**config.mk**
```make
export PLATFORM = sky130hd
export DESIGN_NAME = mem_access_unit_flat
export DESIGN_NICKNAME = d
export VERILOG_FILES = /design/src/rtl/mem_access_unit_pkg.sv /design/src/rtl/mem_access_unit_if.sv /design/src/rtl/mem_access_unit_load_extend.sv /design/src/rtl/mem_access_unit.sv /design/src/flat_wrapper.sv
export SDC_FILE = /design/constraint.sdc
export NUM_CORES = 1
export LEC_CHECK = 0
export BUFFER_PORTS_ARGS = -buffer_cell sky130_fd_sc_hd__buf_2
export CAP_MARGIN = 10
export CORE_MARGIN = 2
export CORE_UTILIZATION = 33
export DETAILED_ROUTE_END_ITERATION = 8
export GPL_TIMING_DRIVEN = 0
export PLACE_DENSITY_LB_ADDON = 0.3
export SYNTH_ARGS = -nofsm -noshare
export SYNTH_HDL_FRONTEND = slang
export SYNTH_HIERARCHICAL = 1
export SYNTH_SLANG_ARGS = --single-unit
```
**constraint.sdc**
```tcl
create_clock -name clk -period 8.3 [get_ports clk]
set_input_delay 1.245 -clock clk [delete_from_list [all_inputs] [get_ports clk]]
set_output_delay 1.245 -clock clk [all_outputs]
set_load 0.01 [all_outputs]
```
**src/rtl/mem_access_unit_pkg.sv**
```systemverilog
// Shared definitions for the memory access unit: access size codes,
// controller state encoding, byte-enable patterns and the small address
// helpers used when a request is latched.
package mem_access_unit_pkg;

    // Access size codes carried in op[1:0]
    localparam logic [1:0] SZ_BYTE = 2'b00;
    localparam logic [1:0] SZ_HALF = 2'b01;
    localparam logic [1:0] SZ_WORD = 2'b10;
    localparam logic [1:0] SZ_RSVD = 2'b11;

    // Byte-enable patterns driven toward the data memory
    localparam logic [3:0] BE_NONE    = 4'b0000;
    localparam logic [3:0] BE_WORD    = 4'b1111;
    localparam logic [3:0] BE_LO_HALF = 4'b0011;
    localparam logic [3:0] BE_HI_HALF = 4'b1100;
    localparam logic [3:0] BE_BYTE0   = 4'b0001;

    // Controller states
    typedef enum logic [1:0] {
        ST_IDLE   = 2'b00,
        ST_ACCESS = 2'b01,
        ST_DONE   = 2'b10,
        ST_FAULT  = 2'b11
    } state_t;

    // True when the low address bits are not naturally aligned for the size
    function automatic logic is_misaligned(input logic [1:0] size, input logic [1:0] lo);
        case (size)
            SZ_HALF: return lo[0];
            SZ_WORD: return |lo;
            default: return 1'b0;
        endcase
    endfunction

    // Low address bits with the misaligned part cleared for the size
    function automatic logic [1:0] align_low(input logic [1:0] size, input logic [1:0] lo);
        case (size)
            SZ_HALF: return {lo[1], 1'b0};
            SZ_WORD: return 2'b00;
            default: return lo;
        endcase
    endfunction

endpackage

```
**src/rtl/mem_access_unit_if.sv**
```systemverilog
// Bundle of the request/response signals toward the control FSM and the
// data-memory bus signals. The unit uses the master view; the environment
// (datapath + memory) uses the slave view.
interface mem_access_unit_if;

    // Request from the datapath
    logic        start;
    logic        store;
    logic [2:0]  op;
    logic [31:0] addr;
    logic [31:0] wdata;

    // Response to the datapath / control FSM
    logic [31:0] rdata;
    logic        busy;
    logic        done;
    logic        err;

    // Data memory side
    logic        memwrite;
    logic [3:0]  BE;
    logic [31:0] mem_wdata;
    logic [31:0] waddr;
    logic [31:0] memdata;

    modport master (
        input  start, store, op, addr, wdata, memdata,
        output rdata, busy, done, err, memwrite, BE, mem_wdata, waddr
    );

    modport slave (
        output start, store, op, addr, wdata, memdata,
        input  rdata, busy, done, err, memwrite, BE, mem_wdata, waddr
    );

endinterface

```
**src/rtl/mem_access_unit_load_extend.sv**
```systemverilog
// Combinational load formatter: picks the addressed byte/half lane out of a
// 32-bit memory word and sign- or zero-extends it according to op.
// Kept separate so a cache read path can reuse the same formatting.
module mem_access_unit_load_extend
    import mem_access_unit_pkg::*;
(
    input  logic [31:0] memdata,
    input  logic [1:0]  lane,
    input  logic [2:0]  op,
    output logic [31:0] result
);

    logic [7:0]         byte_v;
    logic [15:0]        half_v;
    logic signed [7:0]  byte_s;
    logic signed [15:0] half_s;

    // Lane select followed by sign or zero extension
    always_comb begin
        byte_v = memdata[7:0];
        case (lane)
            2'd0: byte_v = memdata[7:0];
            2'd1: byte_v = memdata[15:8];
            2'd2: byte_v = memdata[23:16];
            2'd3: byte_v = memdata[31:24];
            default: byte_v = memdata[7:0];
        endcase
        half_v = lane[1] ? memdata[31:16] : memdata[15:0];
        byte_s = signed'(byte_v);
        half_s = signed'(half_v);

        result = memdata;
        case (op[1:0])
            SZ_BYTE: result = op[2] ? {24'd0, byte_v} : 32'(byte_s);
            SZ_HALF: result = op[2] ? {16'd0, half_v} : 32'(half_s);
            SZ_WORD: result = memdata;
            default: result = memdata;
        endcase
    end

endmodule

```
**src/rtl/mem_access_unit.sv**
```systemverilog
// CPU-side initiator for the byte-enabled data memory. Takes one load or
// store per start, drives the memory strobe/enables/address/data for a
// single ACCESS cycle, formats load data into rdata and reports done/err.
//
// Build option: MEM_ALIGN_TRAP_EN
//   defined   - misaligned half/word requests fault.
//   undefined - misaligned low address bits are cleared when the request is
//               latched and the access proceeds.
module mem_access_unit
    import mem_access_unit_pkg::*;
#(
    parameter int MEM_BYTES = 8192
) (
    input  logic               clk,
    input  logic               reset,
    mem_access_unit_if.master  bus
);

    localparam logic [31:0] MEM_LIMIT = 32'(MEM_BYTES);

    state_t      state_q;
    state_t      state_d;

    logic        store_q;
    logic [2:0]  op_q;
    logic [31:0] addr_q;
    logic [31:0] wdata_q;
    logic [31:0] rdata_q;

    logic        accept;
    logic        req_fault;
    logic [31:0] req_addr;
    logic [3:0]  store_be;
    logic [31:0] load_result;

    // A request is only looked at while the unit is idle
    assign accept = (state_q == ST_IDLE) && bus.start;

    // Classify the incoming request and form the address to latch
    always_comb begin
        req_fault = (bus.op[1:0] == SZ_RSVD) || (bus.addr >= MEM_LIMIT);
        req_addr  = bus.addr;
`ifdef MEM_ALIGN_TRAP_EN
        if (is_misaligned(bus.op[1:0], bus.addr[1:0])) begin
            req_fault = 1'b1;
        end
`else
        req_addr[1:0] = align_low(bus.op[1:0], bus.addr[1:0]);
`endif
    end

    // State register
    always_ff @(posedge clk or posedge reset) begin
        if (reset) begin
            state_q <= ST_IDLE;
        end else begin
            state_q <= state_d;
        end
    end

    // Next-state logic: ACCESS lasts one cycle, DONE/FAULT one cycle each
    always_comb begin
        state_d = state_q;
        case (state_q)
            ST_IDLE: begin
                if (bus.start) begin
                    state_d = req_fault ? ST_FAULT : ST_ACCESS;
                end
            end
            ST_ACCESS: state_d = ST_DONE;
            ST_DONE:   state_d = ST_IDLE;
            ST_FAULT:  state_d = ST_IDLE;
            default:   state_d = ST_IDLE;
        endcase
    end

    // Request latch, loaded on accept and held for the whole transaction
    always_ff @(posedge clk or posedge reset) begin
        if (reset) begin
            store_q <= 1'b0;
            op_q    <= '0;
            addr_q  <= '0;
            wdata_q <= '0;
        end else if (accept) begin
            store_q <= bus.store;
            op_q    <= bus.op;
            addr_q  <= req_addr;
            wdata_q <= bus.wdata;
        end
    end

    // Lane select and extension of the word returned by the memory
    mem_access_unit_load_extend u_load_extend (
        .memdata (bus.memdata),
        .lane    (addr_q[1:0]),
        .op      (op_q),
        .result  (load_result)
    );

    // Load result register, updated only by a load in its ACCESS cycle
    always_ff @(posedge clk or posedge reset) begin
        if (reset) begin
            rdata_q <= '0;
        end else if ((state_q == ST_ACCESS) && !store_q) begin
            rdata_q <= load_result;
        end
    end

    // Byte enables for a store, derived from the latched size and address
    always_comb begin
        store_be = BE_NONE;
        case (op_q[1:0])
            SZ_BYTE: store_be = BE_BYTE0 << addr_q[1:0];
            SZ_HALF: store_be = addr_q[1] ? BE_HI_HALF : BE_LO_HALF;
            SZ_WORD: store_be = BE_WORD;
            default: store_be = BE_NONE;
        endcase
    end

    // Status and memory strobe decoded from state; write strobe only in ACCESS
    always_comb begin
        bus.busy     = (state_q != ST_IDLE);
        bus.done     = 1'b0;
        bus.err      = 1'b0;
        bus.memwrite = 1'b0;
        bus.BE       = BE_NONE;
        case (state_q)
            ST_ACCESS: begin
                if (store_q) begin
                    bus.memwrite = 1'b1;
                    bus.BE       = store_be;
                end
            end
            ST_DONE: begin
                bus.done = 1'b1;
            end
            ST_FAULT: begin
                bus.done = 1'b1;
                bus.err  = 1'b1;
            end
            default: begin
                bus.done = 1'b0;
            end
        endcase
    end

    // Store data goes out unshifted; the memory steers it into the lanes
    assign bus.waddr     = addr_q;
    assign bus.mem_wdata = wdata_q;
    assign bus.rdata     = rdata_q;

endmodule

```
**src/flat_wrapper.sv**
```systemverilog
// flat-port wrapper written by rule: the top's interface ports become plain ports
module mem_access_unit_flat import mem_access_unit_pkg::*;
#(
    parameter int MEM_BYTES = 8192
)
  (clk, reset, bus_start, bus_store, bus_op, bus_addr, bus_wdata, bus_memdata, bus_rdata, bus_busy, bus_done, bus_err, bus_memwrite, bus_BE, bus_mem_wdata, bus_waddr);
  mem_access_unit_if bus_i ();
  input  logic clk;
  input  logic reset;
  input wire logic [$bits(bus_i.start)-1:0] bus_start;
  input wire logic [$bits(bus_i.store)-1:0] bus_store;
  input wire logic [$bits(bus_i.op)-1:0] bus_op;
  input wire logic [$bits(bus_i.addr)-1:0] bus_addr;
  input wire logic [$bits(bus_i.wdata)-1:0] bus_wdata;
  input wire logic [$bits(bus_i.memdata)-1:0] bus_memdata;
  output wire logic [$bits(bus_i.rdata)-1:0] bus_rdata;
  output wire logic [$bits(bus_i.busy)-1:0] bus_busy;
  output wire logic [$bits(bus_i.done)-1:0] bus_done;
  output wire logic [$bits(bus_i.err)-1:0] bus_err;
  output wire logic [$bits(bus_i.memwrite)-1:0] bus_memwrite;
  output wire logic [$bits(bus_i.BE)-1:0] bus_BE;
  output wire logic [$bits(bus_i.mem_wdata)-1:0] bus_mem_wdata;
  output wire logic [$bits(bus_i.waddr)-1:0] bus_waddr;
  assign bus_i.start = bus_start;
  assign bus_i.store = bus_store;
  assign bus_i.op = bus_op;
  assign bus_i.addr = bus_addr;
  assign bus_i.wdata = bus_wdata;
  assign bus_i.memdata = bus_memdata;
  assign bus_rdata = bus_i.rdata;
  assign bus_busy = bus_i.busy;
  assign bus_done = bus_i.done;
  assign bus_err = bus_i.err;
  assign bus_memwrite = bus_i.memwrite;
  assign bus_BE = bus_i.BE;
  assign bus_mem_wdata = bus_i.mem_wdata;
  assign bus_waddr = bus_i.waddr;
  mem_access_unit #(.MEM_BYTES(MEM_BYTES)) u_core (.clk(clk), .reset(reset), .bus(bus_i));
endmodule
```
==> impl_results.html <==
<table>
<tr><th>Metric</th><th>Value</th></tr>
<tr><th colspan="2">Run status</th></tr>
<tr><td>Status</td><td>completed</td></tr>
<tr><th colspan="2">Routing</th></tr>
<tr><td>Final antenna-violating net count</td><td>0</td></tr>
<tr><td>Routed Wire Length</td><td>between 10000 and 15000 um</td></tr>
<tr><td>First-pass detailed-route iteration total</td><td>5</td></tr>
<tr><td>Total vias in the final route</td><td>a little under 4000</td></tr>
<tr><td>Routed via count divided by cell count</td><td>4.97</td></tr>
<tr><td>Post-route met1 wirelength</td><td>5480 um</td></tr>
<tr><td>Routed WL per cell</td><td>about 16 um</td></tr>
<tr><td>Met2 routed WL</td><td>6100 um</td></tr>
<tr><td>Met3 routed wirelength</td><td>1200 um</td></tr>
<tr><td>DRC marker count from the first detailed-route iteration</td><td>134</td></tr>
<tr><td>Highest routed metal layer</td><td>met4</td></tr>
<tr><td>Residual DRC</td><td>0</td></tr>
<tr><th colspan="2">Flow run</th></tr>
<tr><td>Number of max-cap violations</td><td>0</td></tr>
<tr><th colspan="2">STA</th></tr>
<tr><td>Headroom to the max-slew limit</td><td>0.570</td></tr>
<tr><td>Finish-stage setup viols</td><td>0</td></tr>
<tr><td>Final Hold Viols</td><td>0</td></tr>
<tr><td>Max-slew violation count</td><td>0</td></tr>
<tr><td>Total negative slack</td><td>0 ps</td></tr>
<tr><td>Fraction of the cycle the final worst path needs</td><td>0.337</td></tr>
<tr><td>Max frequency</td><td>0.358 GHz</td></tr>
<tr><td>Worst-Margin Slew</td><td>645 ps</td></tr>
<tr><td>Hold Worst Slack</td><td>487 ps</td></tr>
<tr><td>Clock Skews</td><td>8.71 ps</td></tr>
<tr><td>Final Critical Period</td><td>2800 ps</td></tr>
<tr><td>Setup repair after global routing missed its margin</td><td>no</td></tr>
<tr><th colspan="2">CTS</th></tr>
<tr><td>Clock Tree Root</td><td>sky130_fd_sc_hd__clkbuf_16</td></tr>
<tr><td># H-tree levels</td><td>3</td></tr>
<tr><td>Clock transition time at the flip-flop clock pins of the worst setup and hold paths</td><td>70 ps</td></tr>
<tr><td>TritonCTS clock tree</td><td>done</td></tr>
<tr><td>CTS buffer count</td><td>9</td></tr>
<tr><td>Total setup buffers inserted after CTS</td><td>0</td></tr>
<tr><td>Cells resized by post-CTS repair</td><td>0</td></tr>
<tr><td>Sinks on the clock net</td><td>102</td></tr>
<tr><td>CTS max path bufs</td><td>2</td></tr>
<tr><td>Clk_lat worst skew</td><td>350 ps</td></tr>
<tr><td>Hold-fix buffer count after cts</td><td>0</td></tr>
<tr><th colspan="2">Global routing</th></tr>
<tr><td>Antenna violations before repair</td><td>1</td></tr>
<tr><td>Global-route usage over all layers</td><td>0.165</td></tr>
<tr><td>Via count of the first global-routing pass</td><td>4100</td></tr>
<tr><td>Total grt overflow</td><td>0</td></tr>
<tr><td>Global-route wire length before repair</td><td>21000 um</td></tr>
<tr><td>Largest net degree at the start of global routing</td><td>58</td></tr>
<tr><th colspan="2">Synth</th></tr>
<tr><td>Synth area leader</td><td>sky130_fd_sc_hd__dfrtp_1</td></tr>
<tr><td>Post-synth ARST share</td><td>1.00</td></tr>
<tr><td>Most used flip-flop cell after synthesis</td><td>sky130_fd_sc_hd__dfrtp_1</td></tr>
<tr><td>Leading cell types by total area after synthesis</td><td>sky130_fd_sc_hd__dfrtp_1, sky130_fd_sc_hd__mux2_2, sky130_fd_sc_hd__mux4_2</td></tr>
<tr><td>Post-synthesis instance area</td><td>approximately 5000 um2</td></tr>
<tr><td>Fraction of synthesized cell area taken by the top area cell type</td><td>0.509</td></tr>
<tr><td>Flop and latch count out of synthesis</td><td>102</td></tr>
<tr><td>Leading cell type by number of instances after synthesis</td><td>sky130_fd_sc_hd__dfrtp_1</td></tr>
<tr><td>Commonest cells post-synth</td><td>sky130_fd_sc_hd__dfrtp_1, sky130_fd_sc_hd__mux2_2, sky130_fd_sc_hd__nand2_1, sky130_fd_sc_hd__nor2b_1, sky130_fd_sc_hd__a21oi_1</td></tr>
<tr><td>Net count after synthesis</td><td>487</td></tr>
<tr><td>Synthesized area per cell</td><td>13.1 um2</td></tr>
<tr><td>Number of synthesized flops with an enable pin</td><td>0</td></tr>
<tr><td>Total number of yosys warnings</td><td>6</td></tr>
<tr><td>Sequential element share of the synthesized area</td><td>0.509</td></tr>
<tr><td>Mapped Cells</td><td>382</td></tr>
<tr><td>Synth cell types</td><td>38</td></tr>
<tr><th colspan="2">Min path</th></tr>
<tr><td>Min-Delay Path Class</td><td>flip-flop to flip-flop</td></tr>
<tr><th colspan="2">Placed design</th></tr>
<tr><td>Placed cell areas</td><td>6310 um2</td></tr>
<tr><td>Final Wtd Congestion</td><td>between 0.8 and 0.9</td></tr>
<tr><td>IO Port Bufs</td><td>between 200 and 250</td></tr>
<tr><td>DP HPWL</td><td>10100 um</td></tr>
<tr><td>Cell count after placement</td><td>roughly 780</td></tr>
<tr><th colspan="2">Finish</th></tr>
<tr><td>Fraction of the core area covered by cells at the end of the flow</td><td>0.439</td></tr>
<tr><td>Multi-input combinational cell area</td><td>2160 um2</td></tr>
<tr><td>Number of cells in the finished layout apart from fillers</td><td>794</td></tr>
<tr><td>Ratio of cells with drive above 1 in the final layout</td><td>0.607</td></tr>
<tr><td>Number of fill cells in the layout</td><td>1418</td></tr>
<tr><td>Final-stage net count</td><td>705</td></tr>
<tr><td>Flip-flop and latch area</td><td>2550 um2</td></tr>
<tr><td>Final Instance Area</td><td>6610 um2</td></tr>
<tr><td>Layout overhead on the synthesized area</td><td>31.7%</td></tr>
<tr><th colspan="2">Critical path</th></tr>
<tr><td>Startpoint-to-endpoint class of the critical path</td><td>flip-flop to output port</td></tr>
<tr><td>Maximum cell stage delay along the critical path</td><td>580 ps</td></tr>
<tr><td>Worst Setup Start Kind</td><td>flip-flop</td></tr>
<tr><td>Critical path required time</td><td>7050 ps</td></tr>
<tr><td>Arrival time worst endpoint</td><td>about 1600 ps</td></tr>
<tr><td>Critical Path Sink Type</td><td>output port</td></tr>
<tr><td>List of cells traversed by the critical path</td><td>dlygate4sd3_1, buf_2</td></tr>
<tr><td>Largest driver fanout on the critical path</td><td>7</td></tr>
<tr><td>Library cell contributing the largest single delay on the critical path</td><td>sky130_fd_sc_hd__dlygate4sd3_1</td></tr>
<tr><th colspan="2">Floorplan</th></tr>
<tr><td>Initial core utilization</td><td>0.334</td></tr>
<tr><td>Core Footprint</td><td>15000 um2</td></tr>
<tr><td>Die X-Extent</td><td>between 100 and 150 um</td></tr>
<tr><td>Number of rows created at floorplan</td><td>45</td></tr>
<tr><td>Die span in y</td><td>between 100 and 150 um</td></tr>
<tr><td>Number of ports placed on the die boundary</td><td>approximately 210</td></tr>
<tr><td>Die outline area</td><td>16200 um2</td></tr>
<tr><th colspan="2">Power and ir drop</th></tr>
<tr><td>Worst supply voltage drop on vdd</td><td>0.114 mV</td></tr>
<tr><td>Leak</td><td>3.11 nW</td></tr>
<tr><td>Areal power density over the cells</td><td>294 nW/um2</td></tr>
</table>
==> metal layers <==
layer  vias to the layer above  track usage
li1                       1827            -
met1                      1936        0.205
met2                       169        0.266
met3                        18       0.0603
met4                         0       0.0575
met5                         -            0
==> registers in the layout, summed over array words and instances, names as in the netlist <==
name / count
u_core/bus.rdata: 32
u_core/bus.mem_wdata: 32
u_core/store_q: 1
u_core/state_q: 2
u_core/op_q: 3
u_core/bus.waddr: 32
==> metrics by stage <==
stage	setup WS [ps]	total power, mW
floorplan	4380	1.24
global placement	3160	1.53
detailed placement	5460	1.55
CTS	5480	1.97
global route	5400	2.08
finish	5500	1.94
==> critical path, delay by kind of cell, from the launching register on <==
| kind | cells | cell delay, ps |
|---|---|---|
| buffers and inverters | 2 | 710 |
| DFF | 1 | 490 |
==> final timing paths <==
path	start	end	slack, ps	depth (start not counted)
min	u_core/bus.rdata[26]	u_core/bus.rdata[26]	490	1
max in group asynchronous	reset	u_core/bus.rdata[1]	6660	3
min in group asynchronous	reset	u_core/bus.mem_wdata[21]	960	2
max reg2reg	u_core/bus.waddr[0]	u_core/bus.rdata[26]	6050	6
min reg2reg	u_core/bus.rdata[26]	u_core/bus.rdata[26]	490	1
max	u_core/state_q[1]	bus_done	5500	2
==> placed cells by master (no fill, tap or decap), types with 6 or more instances in the layout <==
master	synthesis	final
sky130_fd_sc_hd__a211oi_1	7	7
sky130_fd_sc_hd__o211ai_1	8	8
sky130_fd_sc_hd__clkbuf_8	7	7
sky130_fd_sc_hd__buf_6	10	10
sky130_fd_sc_hd__a21oi_1	13	13
sky130_fd_sc_hd__dfrtp_1	102	102
sky130_fd_sc_hd__o211ai_2	10	10
sky130_fd_sc_hd__clkbuf_16	0	9
sky130_fd_sc_hd__o22ai_1	7	7
sky130_fd_sc_hd__buf_2	6	212
sky130_fd_sc_hd__o221ai_1	8	8
sky130_fd_sc_hd__nor2b_1	17	17
sky130_fd_sc_hd__clkbuf_1	6	6
sky130_fd_sc_hd__inv_1	7	6
sky130_fd_sc_hd__nand2_1	26	26
sky130_fd_sc_hd__nor2_1	11	11
sky130_fd_sc_hd__mux2_2	97	97
sky130_fd_sc_hd__mux4_2	7	7
==> area by class of cell <==
class                           instances  area share
Antenna cell                            1    0.000379
Multi-Input combinational cell        242       0.327
Clock buffer                            9      0.0341
Inverter                                7     0.00436
Buffer                                 31      0.0422
Tap cell                              188      0.0356
Clock inverter                          7      0.0100
Sequential cell                       102       0.386
Timing Repair Buffer                  207       0.160
==> power by group <==
part           internal [mW]  total [mW]  switching (mW)
sequential             0.670       0.761          0.0913
combinational          0.384       0.765           0.381
clock                  0.210       0.417           0.207
==> logic make-up (layout without fill, tap and decap cells) <==
group                    count (synthesis)  count (layout)  synth area share
AND/OR/NAND/NOR                         72              72            0.0749
other                                    0               1                 0
adder cells (fa/ha/maj)                  2               2           0.00499
buffers and inverters                   38             261            0.0609
flip-flops                             102             102             0.509
multiplexers                           107             107             0.256
AO/OA/AOI/OAI                           61              61            0.0946
Note: power is estimated with default switching activity, not from simulation.
